--- config.mk ---
export PLATFORM = sky130hd
export DESIGN_NAME = rpn_stack_ctrl
export DESIGN_NICKNAME = d
export VERILOG_FILES = /design/src/rtl/rpn_pkg.sv /design/src/rtl/rpn_alu.sv /design/src/rtl/rpn_stack_ctrl.sv
export SDC_FILE = /design/constraint.sdc
export NUM_CORES = 1
export LEC_CHECK = 0
export ABC_CLOCK_PERIOD_IN_PS = 6300
export BUFFER_PORTS_ARGS = -buffer_cell sky130_fd_sc_hd__buf_2
export CORE_ASPECT_RATIO = 1.75
export CORE_UTILIZATION = 55
export DETAILED_ROUTE_END_ITERATION = 8
export GPL_TIMING_DRIVEN = 0
export HOLD_SLACK_MARGIN = 0.12
export MAX_ROUTING_LAYER = met4
export PLACE_DENSITY = 0.86
export SETUP_SLACK_MARGIN = 0.3
export SLEW_MARGIN = 20
export SYNTH_ARGS = -nofsm -noshare
export SYNTH_HDL_FRONTEND = slang
export SYNTH_SLANG_ARGS = --single-unit
--- constraint.sdc ---
create_clock -name clock -period 6.3 [get_ports clock]
set_input_delay 1.26 -clock clock [delete_from_list [all_inputs] [get_ports clock]]
set_output_delay 1.26 -clock clock [all_outputs]
set_load 0.05 [all_outputs]
--- src/rtl/rpn_pkg.sv ---
// Shared definitions for the RPN stack controller: opcodes and FSM states.
package rpn_pkg;

  typedef enum logic [1:0] {
    OP_ADD = 2'b00,
    OP_SUB = 2'b01,
    OP_AND = 2'b10,
    OP_XOR = 2'b11
  } opcode_t;

  typedef enum logic [1:0] {
    IDLE   = 2'b00,
    POP_A  = 2'b01,
    PUSH_R = 2'b10,
    DONE   = 2'b11
  } state_t;

endpackage

--- src/rtl/rpn_alu.sv ---
// Combinational ALU for the RPN controller: y = a op b, modulo 2^WIDTH.
module rpn_alu
  import rpn_pkg::*;
#(
  parameter int unsigned WIDTH = 8
) (
  input  logic [WIDTH-1:0] a,
  input  logic [WIDTH-1:0] b,
  input  opcode_t          op,
  output logic [WIDTH-1:0] y
);

  always_comb begin
    y = '0;
    case (op)
      OP_ADD:  y = a + b;
      OP_SUB:  y = a - b;
      OP_AND:  y = a & b;
      OP_XOR:  y = a ^ b;
      default: y = '0;
    endcase
  end

endmodule

--- src/rtl/rpn_stack_ctrl.sv ---
// Postfix evaluation controller driving an external push/pop stack; tracks
// depth itself and flags overflow/underflow with a sticky error bit.
module rpn_stack_ctrl
  import rpn_pkg::*;
#(
  parameter int unsigned WIDTH = 8,
  parameter int unsigned DEPTH = 16
) (
  input  logic                         clock,
  input  logic                         reset,
  input  logic                         tok_valid,
  output logic                         tok_ready,
  input  logic                         tok_is_op,
  input  logic [WIDTH-1:0]             tok_data,
  output logic                         stk_push,
  output logic                         stk_pop,
  output logic [WIDTH-1:0]             stk_data_in,
  input  logic [WIDTH-1:0]             stk_data_out,
  output logic [WIDTH-1:0]             result,
  output logic                         res_valid,
  output logic [$clog2(DEPTH+1)-1:0]   depth,
  output logic                         error
);

  localparam int unsigned DW = $clog2(DEPTH + 1);
  localparam logic [DW-1:0] DEPTH_MAX = DW'(DEPTH);
  localparam logic [DW-1:0] DEPTH_TWO = DW'(2);

  state_t           state, state_n;
  logic [DW-1:0]    depth_n;
  logic             error_n;
  logic [WIDTH-1:0] a_q, a_n, b_q, b_n;
  opcode_t          op_q, op_n;
  logic [WIDTH-1:0] alu_y;

  rpn_alu #(.WIDTH(WIDTH)) u_alu (
    .a  (a_q),
    .b  (b_q),
    .op (op_q),
    .y  (alu_y)
  );

  assign result = (depth == '0) ? '0 : stk_data_out;

  // Handshake and stack strobes are gated by reset so nothing leaks out
  // while the stack and this block are being cleared.
  always_comb begin
    state_n     = state;
    depth_n     = depth;
    error_n     = error;
    a_n         = a_q;
    b_n         = b_q;
    op_n        = op_q;
    tok_ready   = 1'b0;
    stk_push    = 1'b0;
    stk_pop     = 1'b0;
    stk_data_in = '0;
    res_valid   = 1'b0;
    if (reset) begin
      case (state)
        IDLE: begin
          tok_ready = 1'b1;
          if (tok_valid) begin
            if (!tok_is_op) begin
              if (depth != DEPTH_MAX) begin
                stk_push    = 1'b1;
                stk_data_in = tok_data;
                depth_n     = depth + 1'b1;
              end else begin
                error_n = 1'b1;
              end
            end else if (depth >= DEPTH_TWO) begin
              b_n     = stk_data_out;
              op_n    = opcode_t'(tok_data[1:0]);
              stk_pop = 1'b1;
              depth_n = depth - 1'b1;
              state_n = POP_A;
            end else begin
              error_n = 1'b1;
            end
          end
        end
        POP_A: begin
          a_n     = stk_data_out;
          stk_pop = 1'b1;
          depth_n = depth - 1'b1;
          state_n = PUSH_R;
        end
        PUSH_R: begin
          stk_push    = 1'b1;
          stk_data_in = alu_y;
          depth_n     = depth + 1'b1;
          state_n     = DONE;
        end
        DONE: begin
          res_valid = 1'b1;
          state_n   = IDLE;
        end
        default: state_n = IDLE;
      endcase
    end
  end

  always_ff @(posedge clock) begin
    if (!reset) begin
      state <= IDLE;
      depth <= '0;
      error <= 1'b0;
      a_q   <= '0;
      b_q   <= '0;
      op_q  <= OP_ADD;
    end else begin
      state <= state_n;
      depth <= depth_n;
      error <= error_n;
      a_q   <= a_n;
      b_q   <= b_n;
      op_q  <= op_n;
    end
  end

endmodule

==> impl_metrics.env <==
export IMPL_via_count=2237
export IMPL_synth_area_sq_mm=0.002262
export IMPL_max_vdd_ir_drop_mv=0.3562
export IMPL_ant_nets=0
export IMPL_drv_slew=0
export IMPL_cts_sinks=26
export IMPL_coreArea_sq_mm=0.003904
export IMPL_synth_top_family_by_area="simple AND/OR/NAND/NOR gates"
export IMPL_synthCells=278
export IMPL_maxCapViolCount=0
export IMPL_hold_buffers=0
export IMPL_finalCritPeriodShare_pct=73.30
export IMPL_drtPass1Iterations=4
export IMPL_rsz0062_at_grt="no"
export IMPL_synth_flop_cell="dfxtp_1"
export IMPL_yosys_mux_area_fraction_pct=12.11
export IMPL_drt_drc_violations_left=0
export IMPL_h_tree_depth=1
export IMPL_cp_max_fo=10
export IMPL_max_slew_margin_rel_pct=43.82
export IMPL_fp_row_count=30
export IMPL_outcome="complete, no violations"
export IMPL_area_growth_pct=14.82
export IMPL_clk_pin_slew_worst_paths_ns=0.09
export IMPL_cts_setup_buffers=0
export IMPL_stdcell_count=374
export IMPL_yosys_top_cells_area="dfxtp_1, ha_1, mux2i_1, nor2_1, a21oi_1"
export IMPL_yosys_area_share_simple_pct=21.35
export IMPL_grt_start_max_net_pins=15
export IMPL_wire_per_inst_microns=15.21
export IMPL_synth_compound_area_share_pct=19.36
export IMPL_crit_arrival_ns=3.36
export IMPL_tightestPinTransition_ns=0.8371
export IMPL_p_leak_uw=0.001209
export IMPL_required_ns=5.04
export IMPL_clock_skew_ns=0.004291
export IMPL_cts_tree="built"
export IMPL_die_w_microns=50.48
export IMPL_antenna_found_initial=0
export IMPL_p_per_area_mw_per_mm2=542.8
export IMPL_crit_chain="buf_2 > nor2b_1 > clkbuf_1 > mux2_1 > fa_1 > nand2b_1 > a21oi_1 > o21ai_0 > and3_1 > nor4_1 > buf_2"
export IMPL_cpLargestDelayFamily="buffers and inverters"
export IMPL_hp_class="register to register"
export IMPL_synth_edf_count=0
export IMPL_drt_initial_drc_count=55
export IMPL_pin_count=46
export IMPL_avgSynthCellArea_sq_um=8.137
export IMPL_max_stage_delay_ns=0.44
export IMPL_timing_final_hold_violations=0
export IMPL_place_hpwl_mm=4.369
export IMPL_synth_fa_ha_area_share_pct=13.61
export IMPL_wirelength_mm=5.687
export IMPL_finalSetupViolCount=0
export IMPL_start_util_pct=57.95
export IMPL_async_reset_ff_share_pct=0
export IMPL_nets=371
export IMPL_place_gp_congestion=0.8880
export IMPL_synth_nets=322
export IMPL_crit_buf_inv=3
export IMPL_finalSetupTns_ns=0
export IMPL_layout_drive_gt1_share_pct=19.02
export IMPL_ys_warn_count=0
export IMPL_synth_top_cell_area_share_pct=23.01
export IMPL_crit_top_cell="buf_2"
export IMPL_grt_ovfl_total=0
export IMPL_die_area_sq_mm=0.004384
export IMPL_start_kind="register"
export IMPL_synth_area_leader_cell="dfxtp_1"
export IMPL_dp_cells=370
export IMPL_ys_ff_latch=26
export IMPL_clockBufferDepth=2
export IMPL_post_cts_resized=0
export IMPL_critical_path_class="register to primary output"
export IMPL_num_antenna_cells=0
export IMPL_cts_buffers=3
export IMPL_grt_pass1_wl_mm=9.094
export IMPL_clock_latency_ns=0.27
export IMPL_cts_root_buf="clkbuf_8"
export IMPL_grt_use_total_pct=27.62
export IMPL_finalCriticalPeriod_ns=4.618
export IMPL_drt_vias_per_instance=5.981
export IMPL_critPathCaptureType="primary output"
export IMPL_synthXorXnorAreaFrac_pct=4.259
export IMPL_first_global_vias=2147
export IMPL_synth_cell_types=55
export IMPL_max_freq_mhz=216.5
export IMPL_slowest_stage="fa_1"
export IMPL_seq_area_frac_synth_pct=23.01
export IMPL_port_buffers=44
export IMPL_die_y_microns=86.84
## through the flow
step	hold WS [ns]	setup WS (ns)	util, %	instance area (sq um)	power [uW]
floorplan	0.4763	1.324	-	2262	1071
global placement	0.4562	2.062	65.13	2542	1263
detailed placement	0.4653	2.046	65.13	2542	1285
CTS	0.4977	1.715	66.54	2597	1399
global route	0.5536	1.469	66.54	2597	1503
finish	0.4984	1.682	66.54	2597	1410
## state kept, by name, indices dropped and copies added, names as in the netlist
| register | flops |
|---|---|
| a_q | 8 |
| error | 1 |
| op_q | 2 |
| depth | 5 |
| state | 2 |
| b_q | 8 |
## Yosys cell counts, types with 2 or more instances
cell type and instances:
a211oi_1 4, a21oi_1 20, a221oi_1 3, a22oi_1 4, a31oi_1 4, and2_1 2
and3_1 3, buf_2 3, buf_6 2, clkbuf_1 7, dfxtp_1 26, ha_1 23
inv_1 15, mux2_1 2, mux2i_1 24, nand2_1 17, nand2b_1 5, nand3_1 4
nand3b_1 3, nand4bb_1 2, nor2_1 39, nor2b_1 12, nor3_1 2, o211ai_1 2
o21ai_0 7, o21ai_1 4, or3_1 2, xnor2_1 8, xor2_1 3
## placed cells by master, fill, tap and decap left out, drive strengths merged, types with 2 or more instances in the layout
master    n
buf      51
o21ai    11
nand2    17
and2      3
o311ai    2
a21oi    20
o211ai    2
nand3     4
nor3      2
a22oi     4
inv      16
a211oi    4
o221ai    2
nor2b    12
a221oi    3
nor2     39
a31oi     4
or3       2
nand3b    3
dfxtp    26
and3      3
nand4bb   2
xnor2     8
nand2b    5
ha       23
xor2      3
clkbuf   12
mux2      3
mux2i    24
## report_power, final
part,total (uW),internal (uW),switching [uW]
logic,1050,361,691
registers,249,204,45.3
clock network,108,55.9,52.2
## worst register-to-register path: stages, from the launching register on
cell      delay [ns]
dfxtp_1         0.47
inv_1           0.11
ha_1            0.20
or3_1           0.39
o311ai_2        0.33
buf_4           0.29
mux2i_1         0.22
nor2_1          0.06
## per-layer routing
| metal | routed length (microns) | track usage [%] | up-vias |
|---|---|---|---|
| li1 | - | - | 1082 |
| met1 | 2164 | 25.35 | 1059 |
| met2 | 3114 | 54.30 | 75 |
| met3 | 224 | 2.982 | 21 |
| met4 | 184 | 12.88 | 0 |
| met5 | 0 | - | - |
## final timing paths
check | cells past startpoint | endpoint | slack (ns) | from
setup / recovery | 11 | stk_data_in[6] | 1.68 | op_q[0]
hold / removal | 2 | error | 0.50 | error
setup reg to reg | 7 | op_q[1] | 4.10 | depth[0]
hold reg to reg | 2 | error | 0.50 | error
## area by class of cell
class	instances	area, sq um
Sequential cell	26	520.5
Tap cell	48	60.06
Buffer	15	82.58
Timing Repair Buffer	44	220.2
Inverter	16	60.06
Fill cell	355	1306
Multi-Input combinational cell	221	1599
Clock buffer	4	55.05
## cell families (layout without fill, tap and decap cells)
family / after synthesis / in the layout
DFF: 26 / 26
AOI/OAI and AO/OA: 62 / 62
adders and majority gates: 24 / 24
muxes: 27 / 27
xor gates and xnor gates: 11 / 11
buffers and inverters: 31 / 79
and+or+nand+nor: 97 / 97
No activity file was read; power rests on OpenSTA's default activity.
